$ cat config.mk
export PLATFORM = sky130hd
export DESIGN_NAME = sig_control_param
export DESIGN_NICKNAME = d
export VERILOG_FILES = /design/src/rtl/sig_control_param.sv
export SDC_FILE = /design/constraint.sdc
export NUM_CORES = 1
export LEC_CHECK = 0
export BUFFER_PORTS_ARGS = -buffer_cell sky130_fd_sc_hd__buf_2
export CORE_UTILIZATION = 27
export DETAILED_ROUTE_END_ITERATION = 8
export MAX_ROUTING_LAYER = met4
export PLACE_DENSITY = 0.52
export SLEW_MARGIN = 20
export SYNTH_ARGS = -nofsm -noshare
export SYNTH_HDL_FRONTEND = slang
export SYNTH_SLANG_ARGS = --single-unit
$ cat constraint.sdc
create_clock -name clock -period 2.5 [get_ports clock]
set_input_delay 0.375 -clock clock [delete_from_list [all_inputs] [get_ports clock]]
set_output_delay 0.375 -clock clock [all_outputs]
set_load 0.02 [all_outputs]
$ cat src/rtl/sig_control_param.sv
// Highway/country-road signal controller with programmable phase timing.
// Optional pedestrian request path enabled by SIG_CONTROL_PED_REQ_EN.
module sig_control_param #(
    parameter int HWY_MIN_GREEN   = 8,
    parameter int YELLOW_T        = 3,
    parameter int ALLRED_T        = 2,
    parameter int CNTRY_MIN_GREEN = 4,
    parameter int CNTRY_MAX_GREEN = 10
) (
    input  logic       clock,
    input  logic       clear,
    input  logic       X,
`ifdef SIG_CONTROL_PED_REQ_EN
    input  logic       ped_req,
    output logic       walk,
`endif
    output logic [1:0] hwy,
    output logic [1:0] cntry,
    output logic [2:0] state
);

    localparam int MAX_A = (HWY_MIN_GREEN > YELLOW_T) ? HWY_MIN_GREEN : YELLOW_T;
    localparam int MAX_B = (MAX_A > ALLRED_T) ? MAX_A : ALLRED_T;
    localparam int MAX_C = (MAX_B > CNTRY_MIN_GREEN) ? MAX_B : CNTRY_MIN_GREEN;
    localparam int MAX_P = (MAX_C > CNTRY_MAX_GREEN) ? MAX_C : CNTRY_MAX_GREEN;
    localparam int TW    = $clog2(MAX_P) + 1;

    localparam logic [TW-1:0] T_HMG  = TW'(HWY_MIN_GREEN - 1);
    localparam logic [TW-1:0] T_YEL  = TW'(YELLOW_T - 1);
    localparam logic [TW-1:0] T_AR   = TW'(ALLRED_T - 1);
    localparam logic [TW-1:0] T_CMIN = TW'(CNTRY_MIN_GREEN - 1);
    localparam logic [TW-1:0] T_CMAX = TW'(CNTRY_MAX_GREEN - 1);

    localparam logic [1:0] RED    = 2'b00;
    localparam logic [1:0] YELLOW = 2'b01;
    localparam logic [1:0] GREEN  = 2'b10;

    typedef enum logic [2:0] {
        S0 = 3'd0,
        S1 = 3'd1,
        S2 = 3'd2,
        S3 = 3'd3,
        S4 = 3'd4,
        S5 = 3'd5
    } st_t;

    st_t           st_q;
    st_t           st_d;
    logic [TW-1:0] timer;
    logic          req;

    assign state = st_q;

`ifdef SIG_CONTROL_PED_REQ_EN
    logic ped_pend;
    logic ent_cg;

    assign req    = X | ped_pend;
    assign ent_cg = (st_d == S3) && (st_q != S3);

    // Sticky pedestrian request; walk reflects the reason S3 was entered.
    always_ff @(posedge clock or posedge clear) begin
        if (clear) begin
            ped_pend <= 1'b0;
            walk     <= 1'b0;
        end else begin
            ped_pend <= ped_req | (ped_pend & ~ent_cg);
            if (st_d != S3)
                walk <= 1'b0;
            else if (ent_cg)
                walk <= ped_pend;
        end
    end
`else
    assign req = X;
`endif

    function automatic logic [1:0] hwy_of(input st_t s);
        case (s)
            S0:      hwy_of = GREEN;
            S1:      hwy_of = YELLOW;
            default: hwy_of = RED;
        endcase
    endfunction

    function automatic logic [1:0] cntry_of(input st_t s);
        case (s)
            S3:      cntry_of = GREEN;
            S4:      cntry_of = YELLOW;
            default: cntry_of = RED;
        endcase
    endfunction

    // Next-state selection from the phase timer and the request input.
    always_comb begin
        st_d = S0;
        case (st_q)
            S0: st_d = (req && timer == T_HMG) ? S1 : S0;
            S1: st_d = (timer == T_YEL) ? S2 : S1;
            S2: st_d = (timer == T_AR) ? S3 : S2;
            S3: st_d = ((!X && timer >= T_CMIN) || timer == T_CMAX) ? S4 : S3;
            S4: st_d = (timer == T_YEL) ? S5 : S4;
            S5: st_d = (timer == T_AR) ? S0 : S5;
            default: st_d = S0;
        endcase
    end

    // State, phase timer and lamps all update together on the edge.
    always_ff @(posedge clock or posedge clear) begin
        if (clear) begin
            st_q  <= S0;
            timer <= '0;
            hwy   <= GREEN;
            cntry <= RED;
        end else begin
            st_q  <= st_d;
            hwy   <= hwy_of(st_d);
            cntry <= cntry_of(st_d);
            if (st_d != st_q)
                timer <= '0;
            else if (st_q == S0 && timer == T_HMG)
                timer <= timer;
            else
                timer <= timer + 1'b1;
        end
    end

endmodule

After elaboration in Yosys (flattened, before gate mapping) --
Index checks and enable logic that the tools add are counted.
Storage, ports and cells: input bits 3, memories kept 0, memory bits (writable) 0, latch bits 0, bits in read-only memories 0, register bits after elaboration 12, logic and storage cells 38
Operators by class: mux-type cells 11, multipliers 0, bitwise gates (word level) 0, div/mod/pow operators 0, reduce and logical (&&, ||, !) cells 7, shift-type cells 0, order comparisons 1, equal/unequal tests 14, add/subtract/negate cells 1
Operators by type and width (count):
- 3-bit one-hot mux with 6 select lines | 1
- 5-bit two-way mux | 2
- 3-bit by 2-bit == test with 1-bit output, second input constant | 3
- 3-bit == test, second input constant | 3
- 2-bit one-hot mux with 2 select lines | 2
- 3-bit by 1-bit == test with 1-bit output, second input constant | 2
- 3-bit zero test | 2
- 3-bit two-way mux | 2
- 5-bit by 1-bit adder with 5-bit output, second input constant | 1
- 5-bit by 1-bit == test with 1-bit output, second input constant | 1
- 5-bit by 2-bit == test with 1-bit output, second input constant | 1
- 5-bit by 3-bit == test with 1-bit output, second input constant | 1
- 5-bit by 4-bit == test with 1-bit output, second input constant | 1
- 5-bit by 2-bit >= comparator with 1-bit output, second input constant | 1
- 1-bit logical AND | 3
- 1-bit two-way mux | 3
- 3-bit != test | 1
- 2-bit two-way mux | 1
- 2-bit != test, second input constant | 1
- 1-bit zero test | 1
- 1-bit logical OR | 1

Depth between registers and ports, before layout --
Gate-level depths: netlist (run 1).
depth after elaboration 7, mapped depth 7, gate-level depth less buffers 7

Worst setup path after synthesis (run 1) --
Ideal clock, no wire load.
path type reg-to-reg, start reg timer[0], end reg timer[1], arrival 1702 ps, period minus slack after synthesis 1796 ps, cell stages (with the launch flop) 7, required time 2406 ps, path buffers 0, setup slack 704 ps, path through dfrtp_1 inv_1 ha_1 or4b_4 a32oi_2 a31oi_2 a211oi_1
Between the ends: cells in the longest elaborated chain, start to end 7
Ends and longest elaborated chain:
- from (decl) | line 49 | logic [TW-1:0] timer;
- from (signal assigned) | line 122 | timer <= timer;
- from (signal assigned) | line 124 | timer <= timer + 1'b1;
- 5-bit by 2-bit >= comparator with 1-bit output | line 101 | S3: st_d = ((!X && timer >= T_CMIN) || timer == T_CMAX) ? S4 : S3;
- 1-bit logical AND | line 101
- 1-bit logical OR | line 101
- 3-bit two-way mux | line 101
- 3-bit one-hot mux with 6 select lines | line 97 | case (st_q)
- 3-bit != test | line 119 | if (st_d != st_q)
- 2-bit != test (no line) or 5-bit two-way mux (tied branches)
Several ways; a longest one is shown, not always the timed one. The select of a mux whose other input is x is not followed. A chain may end at the register's enable or synchronous reset.

Worst setup path after layout (run 1) --
Ends and elaborated chain as after synthesis.

==> impl_metrics.env, run 1 <==
export IMPL_die_height_um=53.3
export IMPL_dp_hpwl_mm=1.08
export IMPL_max_freq_mhz=501
export IMPL_wl_met3_um=112
export IMPL_p_sw_frac=0.446
export IMPL_grt_pass1_wl_mm=2.46
export IMPL_io_buffers=9
export IMPL_first_iter_violations=24
export IMPL_p_sw_mw=0.437
export IMPL_finalCritPeriodShare=0.798
export IMPL_cts_buffers=3
export IMPL_nFillCells=272
export IMPL_grt_pass1_vias=569
export IMPL_crit_family="compound AO/OA/AOI/OAI gates"
export IMPL_post_cts_setup_buffers=0
export IMPL_start_util=0.286
export IMPL_synth_distinct_cells=35
export IMPL_syn_nets=81
export IMPL_setup_violations_final=0
export IMPL_met1Wirelength_um=637
export IMPL_power_density_nw_per_um2=1210
export IMPL_die_w_um=53.3
export IMPL_syn2layout_area_growth_pct=14.3
export IMPL_ys_flop_type="dfrtp_1"
export IMPL_grt_use_total=0.126
export IMPL_synth_edff_count=0
export IMPL_num_io_pins=10
export IMPL_fin_cells=114
export IMPL_coreArea_um2=2480
export IMPL_gp_congestion=0.823
export IMPL_synthCells=75
export IMPL_ant_nets=0
export IMPL_ir_drop_mv=0.600
export IMPL_cts_tree="built"
export IMPL_dr_max_layer_used="met4"
export IMPL_start_kind="flop"
export IMPL_cts_root_buffer="clkbuf_4"
export IMPL_via_per_inst=5.26
export IMPL_period_needed_ns=2.00
export IMPL_yosysTopAreaCellShare=0.388
export IMPL_power_mw=0.980
export IMPL_power_frac_comb=0.458
export IMPL_status="finished clean"
export IMPL_wl_per_cell_um=13.3
export IMPL_yosysTopAreaCell="dfrtp_1"
export IMPL_clk_pin_slew_ns=0.09
export IMPL_required_ns=2.68
export IMPL_cp_end_kind="flop"
export IMPL_arrival_ns=2.18
export IMPL_dr_wl_met2_um=759
export IMPL_synthArstFlopShare=1.00
export IMPL_synth_commonest_cells="11 x dfrtp_1, 9 x nor2_1, 8 x inv_1"
export IMPL_drive_above_1_share=0.202
export IMPL_yosysMostFrequentCell="dfrtp_1"
export IMPL_dieArea_um2=2840
export IMPL_dp_cells=110
export IMPL_overflow=0
export IMPL_grt_max_degree=13
export IMPL_maxSlewViolCount=0
export IMPL_vias=600
export IMPL_drv_cap=0
export IMPL_syn_area_um2=709
export IMPL_multi_input_area_um2=360
export IMPL_p_clk_frac=0.164
export IMPL_grt_setup_unrepaired="no"
export IMPL_p_leak_nw=0.375
export IMPL_htree_levels=1
export IMPL_power_internal_mw=0.542
export IMPL_fin_setup_tns_ns=0
export IMPL_worstSetupPathType="reg2reg"
export IMPL_worst_pin_slew_ns=0.625
export IMPL_diodes=0
export IMPL_synth_area_leaders="dfrtp_1 39%, ha_1 5.3%, nor2_1 4.8%"
export IMPL_wirelength_mm=1.52
export IMPL_finalHoldViolations=0
export IMPL_synth_seq_area_share=0.425
export IMPL_nets=91
export IMPL_cp_slowest_cell="or4b_4"
export IMPL_critPathMaxStageDelay_ns=0.47
export IMPL_ys_warnings_count=0
export IMPL_drt_pass1_iterations=4
export IMPL_slew_headroom=0.578
export IMPL_drc=0
export IMPL_num_rows=18
export IMPL_ctsHoldBuffers=0
export IMPL_antenna_found_initial=0
export IMPL_clock_latency_ns=0.28
export IMPL_skew_ns=0.00828
export IMPL_cts_resized=0
export IMPL_hold_path_class="in2async"
export IMPL_cts_sinks=12
export IMPL_ys_seq_elements=12
export IMPL_p_seq_frac=0.377
export IMPL_syn_area_per_cell_um2=9.46
export IMPL_path_max_fanout=5
export IMPL_cts_max_path_buffers=2
export IMPL_path_buf_inv=1
export IMPL_crit_chain="inv_1, ha_1, or4b_4, a32oi_2, a31oi_2, a211oi_1"
export IMPL_layout_area_seq_um2=302
[state kept, by name, indices dropped and copies added, names as in the netlist]
register	flops
cntry	2
hwy	2
state	3
timer	5
[layout make-up]
type                       instances  area share
clock buffer                       4      0.0448
multi-input combinational         51       0.444
sequential                        12       0.372
timing repair buffer               9      0.0556
inverter                           8      0.0370
tap                               30      0.0463
[layout by cell type, fill, tap and decap left out, types with 2 or more instances in the layout]
master / Yosys / layout
clkbuf_4: 0 / 3
a211oi_1: 2 / 2
nor3_1: 3 / 3
and3_1: 2 / 2
a21oi_1: 3 / 3
nand2_1: 2 / 2
o21ai_0: 3 / 3
ha_1: 3 / 3
nor2b_1: 2 / 2
buf_2: 2 / 9
dfrtp_1: 11 / 11
nor2_1: 9 / 9
inv_1: 8 / 8
nand4bb_1: 2 / 2
[routing by layer]
layer	track usage	vias up
li1	-	284
met1	0.136	291
met2	0.210	23
met3	0.0517	2
met4	0.0351	0
met5	-	-
[cells by family after synthesis]
| group | count (synthesis) | synth area share |
|---|---|---|
| xor+xnor | 2 | 0.0247 |
| fa+ha+maj | 3 | 0.0529 |
| buf+inv | 12 | 0.0670 |
| compound gates | 17 | 0.185 |
| simple gates | 29 | 0.245 |
| flops | 12 | 0.425 |
[metrics by stage]
stage / setup WS, ns / hold WS [ns] / instance area [um2] / util
2_1_floorplan: 0.704 / 0.239 / 709 / -
3_3_place_gp: 0.541 / 0.402 / 774 / 0.313
3_5_place_dp: 0.527 / 0.419 / 774 / 0.313
4_1_cts: 0.494 / 0.107 / 811 / 0.327
5_1_grt: 0.306 / 0.120 / 811 / 0.327
6_report: 0.504 / 0.0829 / 811 / 0.327
[worst paths after layout]
check / cells after the start / slack, ns / startpoint / to
setup / recovery: 6 / 0.50 / timer[0]$_DFFE_PP0P_ / timer[1]$_DFFE_PP0P_
hold / removal: 2 / 0.08 / clear / timer[4]$_DFFE_PP0P_
setup reg to reg: 6 / 0.50 / timer[0]$_DFFE_PP0P_ / timer[1]$_DFFE_PP0P_
hold reg to reg: 2 / 0.65 / timer[1]$_DFFE_PP0P_ / timer[1]$_DFFE_PP0P_
max in group asynchronous: 2 / 2.08 / clear / hwy[1]$_DFF_PP1_
min in group clock: 3 / 0.38 / X / hwy[0]$_DFF_PP0_
[power groups by stage]
stage / combinational [mW] / clock, mW / sequential, mW
2_1_floorplan: 0.328 / 0 / 0.378
3_3_place_gp: 0.449 / 0 / 0.372
3_5_place_dp: 0.447 / 0 / 0.373
4_1_cts: 0.453 / 0.165 / 0.370
5_1_grt: 0.502 / 0.176 / 0.384
6_report: 0.449 / 0.161 / 0.370
No activity file was read; power rests on OpenSTA's default activity.
==> inputs of run 2 (changes only) <==
- clock period: 2.5 -> 1.9 ns (I/O delays scaled with it)
==> run 2 against run 1 <==
  * Setup slack got worse by 0.43 ns
  * Critical path depth did not move
  * Die area did not move
==> impl_metrics.env, run 2 (synthesis results as in run 1) <==
export IMPL_power_internal_mw=0.827
export IMPL_via_per_inst=5.02
export IMPL_largest_register="timer"
export IMPL_skew_ns=0.00210
export IMPL_nFillCells=253
export IMPL_io_buffers=9
export IMPL_cp_end_kind="flop"
export IMPL_grt_pass1_wl_mm=2.50
export IMPL_worst_pin_slew_ns=0.456
export IMPL_power_mw=1.44
export IMPL_cp_slowest_cell="or4b_4"
export IMPL_crit_family="compound AO/OA/AOI/OAI gates"
export IMPL_cts_root_buffer="clkbuf_4"
export IMPL_multi_input_area_um2=390
export IMPL_path_max_fanout=5
export IMPL_drive_above_1_share=0.304
export IMPL_ir_drop_mv=0.840
export IMPL_cts_tree="built"
export IMPL_slew_headroom=0.695
export IMPL_first_iter_violations=14
export IMPL_largest_reg_flops=5
export IMPL_worstSetupPathType="reg2reg"
export IMPL_num_io_pins=10
export IMPL_mostFrequentLayoutCell="dfrtp_1"
export IMPL_antenna_found_initial=0
export IMPL_finalCritPeriodShare=0.960
export IMPL_hold_path_class="in2async"
export IMPL_diodes=0
export IMPL_num_rows=18
export IMPL_syn2layout_area_growth_pct=27.2
export IMPL_power_frac_comb=0.558
export IMPL_ctsHoldBuffers=0
export IMPL_required_ns=2.09
export IMPL_cts_sinks=12
export IMPL_layout_area_seq_um2=303
export IMPL_p_sw_frac=0.427
export IMPL_ant_nets=0
export IMPL_critPathMaxStageDelay_ns=0.49
export IMPL_p_sw_mw=0.617
export IMPL_dieArea_um2=2840
export IMPL_p_leak_nw=0.417
export IMPL_gp_congestion=0.827
export IMPL_drv_cap=0
export IMPL_power_density_nw_per_um2=1600
export IMPL_overflow=0
export IMPL_cts_max_path_buffers=2
export IMPL_clock_latency_ns=0.28
export IMPL_cts_buffers=3
export IMPL_grt_setup_unrepaired="no"
export IMPL_p_clk_frac=0.141
export IMPL_max_freq_mhz=548
export IMPL_final_cell_mix="10 x dfrtp_1, 9 x nor2_1, 9 x buf_2, 8 x inv_1, 8 x buf_4"
export IMPL_wl_per_cell_um=12.5
export IMPL_htree_levels=1
export IMPL_crit_chain="inv_1, ha_1, or4b_4, a32oi_4, a31oi_4, a211oi_2"
export IMPL_path_buf_inv=1
export IMPL_status="finished clean"
export IMPL_wirelength_mm=1.52
export IMPL_vias=612
export IMPL_grt_use_total=0.128
export IMPL_finalHoldViolations=0
export IMPL_nets=99
export IMPL_period_needed_ns=1.82
export IMPL_grt_max_degree=13
export IMPL_die_w_um=53.3
export IMPL_die_height_um=53.3
export IMPL_clk_pin_slew_ns=0.07
export IMPL_grt_pass1_vias=567
export IMPL_start_util=0.286
export IMPL_dp_hpwl_mm=1.15
export IMPL_drc=0
export IMPL_p_seq_frac=0.302
export IMPL_coreArea_um2=2480
export IMPL_drt_pass1_iterations=4
export IMPL_start_kind="flop"
export IMPL_setup_violations_final=0
export IMPL_maxSlewViolCount=0
export IMPL_fin_util=0.364
export IMPL_arrival_ns=2.02
-- run 2: area by class of cell --
type | count | share of cell area
Multi-Input combinational cell | 51 | 0.433
Tap cell | 30 | 0.0416
Sequential cell | 12 | 0.336
Inverter | 8 | 0.0333
Timing Repair Buffer | 17 | 0.117
Clock buffer | 4 | 0.0402
-- run 2: path summary, 6_finish.rpt --
check,from,end,slack [ns],cells past startpoint
hold / removal,clear,cntry[0]$_DFF_PP0_,0.001,2
hold reg to reg,timer[1]$_DFFE_PP0P_,timer[1]$_DFFE_PP0P_,0.64,2
min in group clock,X,state[0]$_DFF_PP0_,0.41,3
max in group asynchronous,clear,hwy[1]$_DFF_PP1_,1.56,2
setup reg to reg,timer[0]$_DFFE_PP0P_,timer[1]$_DFFE_PP0P_,0.08,6
setup / recovery,timer[0]$_DFFE_PP0P_,timer[1]$_DFFE_PP0P_,0.08,6
-- run 2: repair_timing --
item,CTS,global route
pin swaps,0,2
setup endpoints to repair,2,7
endpoints found under the hold margin,0,0
setup buffers,0,1
gates resized for setup,4,3
-- run 2: metrics by stage --
stage	hold slack (ns)	setup slack, ns	cells	setup TNS (ns)	area [um2]
5_1_grt	0.0284	0.00270	122	0	902
2_1_floorplan	0.149	0.104	75	0	709
6_report	0.00108	0.0751	122	0	902
3_3_place_gp	0.318	-0.0247	117	-0.0247	827
3_5_place_dp	0.327	-0.0378	117	-0.0550	827
4_1_cts	0.0271	0.00409	121	0	888
-- run 2: routing by layer --
metal | track usage | routed length (um) | vias up
li1 | - | - | 301
met3 | 0.0603 | 87 | 4
met4 | 0.0132 | 13 | 0
met1 | 0.144 | 683 | 292
met2 | 0.213 | 736 | 15
met5 | - | 0 | -
-- run 2: power by group through the flow --
stage	combinational [mW]	clock (mW)	sequential, mW
after floorplan	0.431	0	0.497
after global placement	0.705	0	0.441
after detailed placement	0.715	0	0.442
after CTS	0.781	0.211	0.437
after global routing	0.880	0.230	0.453
final	0.805	0.203	0.435
==> inputs of run 3 (changes only) <==
- CELL_PAD_IN_SITES_DETAIL_PLACEMENT: default -> 1
- CELL_PAD_IN_SITES_GLOBAL_PLACEMENT: default -> 2
- PLACE_DENSITY: 0.52 -> 0.71
==> run 3 against run 2 <==
  * The run now ends with hold timing left
  * Non-clock buffer count up 2
  * First-iteration DRC count shrank 86%
  * Sequential share of layout area fell by 1.8 points
  * Highest routed layer unchanged
  * Clock skew increased by 0.0065 ns
  * Clock power grew 3%
  * Via count increased by 2.8%
  * Cell area grew 5.8%
  * Total power increased by 11%
==> impl_metrics.env, run 3 (synthesis results as in run 1) <==
export IMPL_status="finished with violations"
export IMPL_violations="hold timing"
export IMPL_grt_setup_unrepaired="yes"
export IMPL_power_density_nw_per_um2=1670
export IMPL_start_kind="flop"
export IMPL_clk_pin_slew_ns=0.08
export IMPL_coreArea_um2=2480
export IMPL_power_frac_comb=0.582
export IMPL_dp_cells=119
export IMPL_drive_above_1_share=0.394
export IMPL_drc=0
export IMPL_fin_setup_tns_ns=0
export IMPL_grt_use_total=0.166
export IMPL_fin_cells=124
export IMPL_cts_sinks=12
export IMPL_wl_per_cell_um=15.6
export IMPL_largest_register="timer"
export IMPL_die_height_um=53.3
export IMPL_required_ns=2.08
export IMPL_drt_pass1_iterations=4
export IMPL_htree_levels=1
export IMPL_worst_pin_slew_ns=0.464
export IMPL_max_freq_mhz=529
export IMPL_overflow=0
export IMPL_p_clk_frac=0.131
export IMPL_layout_setup_ws_ns=0.00870
export IMPL_largest_reg_flops=5
export IMPL_cp_end_kind="flop"
export IMPL_nets=101
export IMPL_nFillCells=305
export IMPL_power_internal_mw=0.895
export IMPL_vias=629
export IMPL_hold_path_class="in2async"
export IMPL_ir_drop_mv=0.661
export IMPL_worstSetupPathType="reg2reg"
export IMPL_timing_hold_ws_ns=-0.00312
export IMPL_cts_root_buffer="clkbuf_4"
export IMPL_cts_tree="built"
export IMPL_p_seq_frac=0.288
export IMPL_cts_max_path_buffers=2
export IMPL_grt_max_degree=13
export IMPL_p_leak_nw=0.431
export IMPL_wirelength_mm=1.94
export IMPL_p_sw_mw=0.700
export IMPL_finalCritPeriodShare=0.995
export IMPL_period_needed_ns=1.89
export IMPL_dp_hpwl_mm=1.39
export IMPL_maxSlewViolCount=0
export IMPL_skew_ns=0.00864
export IMPL_start_util=0.286
export IMPL_post_place_ws_ns=-0.0679
export IMPL_setup_violations_final=0
export IMPL_antenna_found_initial=0
export IMPL_arrival_ns=2.08
export IMPL_dieArea_um2=2840
export IMPL_path_max_fanout=4
export IMPL_final_cell_mix="10 x dfrtp_1, 10 x buf_4, 9 x buf_2, 8 x nor2_1, 7 x inv_1"
export IMPL_grt_pass1_wl_mm=3.14
export IMPL_syn2layout_area_growth_pct=34.6
export IMPL_drv_cap=0
export IMPL_num_rows=18
export IMPL_first_iter_violations=2
export IMPL_grt_pass1_vias=650
export IMPL_gp_congestion=0.808
export IMPL_io_buffers=9
export IMPL_fin_util=0.385
export IMPL_die_w_um=53.3
export IMPL_num_io_pins=10
export IMPL_slew_headroom=0.690
export IMPL_via_per_inst=5.07
export IMPL_p_sw_frac=0.439
export IMPL_ant_nets=0
export IMPL_finalHoldViolations=6
export IMPL_cts_buffers=3
export IMPL_diodes=0
export IMPL_clock_latency_ns=0.28
==> run 3: what timing repair did <==
action	4_1_cts	5_1_grt
setup buffers	0	1
resized for setup	3	12
pin swaps	1	9
setup endpoints to repair	5	7
gates cloned	0	0
hold buffers	0	0
hold endpoints to repair	0	0
==> run 3: layer usage <==
| metal | up-vias | track usage | wire length, um |
|---|---|---|---|
| li1 | 305 | - | - |
| met1 | 310 | 0.175 | 797 |
| met2 | 12 | 0.281 | 1040 |
| met3 | 2 | 0.0632 | 68 |
| met4 | 0 | 0.0570 | 24 |
| met5 | - | - | 0 |
==> run 3: power by group through the flow <==
stage / clock (mW) / combinational (mW) / sequential (mW)
2_1_floorplan: 0 / 0.431 / 0.497
3_3_place_gp: 0 / 0.730 / 0.454
3_5_place_dp: 0 / 0.753 / 0.459
4_1_cts: 0.218 / 0.805 / 0.452
5_1_grt: 0.232 / 1.01 / 0.479
6_report: 0.209 / 0.928 / 0.459
==> run 3: through the flow <==
| stage | total power [mW] | cell area (um2) |
|---|---|---|
| floorplan | 0.929 | 709 |
| global placement | 1.18 | 842 |
| detailed placement | 1.21 | 842 |
| CTS | 1.47 | 898 |
| global route | 1.72 | 955 |
| finish | 1.60 | 955 |
==> run 3: path summary, 6_finish.rpt <==
kind / to / startpoint / slack, ns / depth (start not counted)
max in group asynchronous: timer[1]$_DFFE_PP0P_ / clear / 1.55 / 2
min reg2reg: state[1]$_DFF_PP0_ / state[2]$_DFF_PP0_ / 0.63 / 1
min: state[0]$_DFF_PP0_ / clear / -0.003 / 2
max: state[0]$_DFF_PP0_ / timer[0]$_DFFE_PP0P_ / 0.009 / 6
max reg2reg: state[0]$_DFF_PP0_ / timer[0]$_DFFE_PP0P_ / 0.009 / 6
min in group clock: hwy[0]$_DFF_PP0_ / X / 0.33 / 3
==> run 3: area by class of cell <==
cell class,count,area (um2),share of cell area
multi-input combinational,51,428,0.448
sequential,12,303,0.317
timing repair buffer,19,120,0.126
tap,30,37.5,0.0393
clock buffer,4,36.3,0.0380
inverter,8,30.0,0.0315
==> run 3: worst max-delay path, cell delays in order, from the launching register on <==
cell	delay [ns]
dfrtp_1	0.42
inv_2	0.10
ha_4	0.12
or4b_4	0.48
a32oi_4	0.30
o211ai_1	0.20
buf_4	0.18
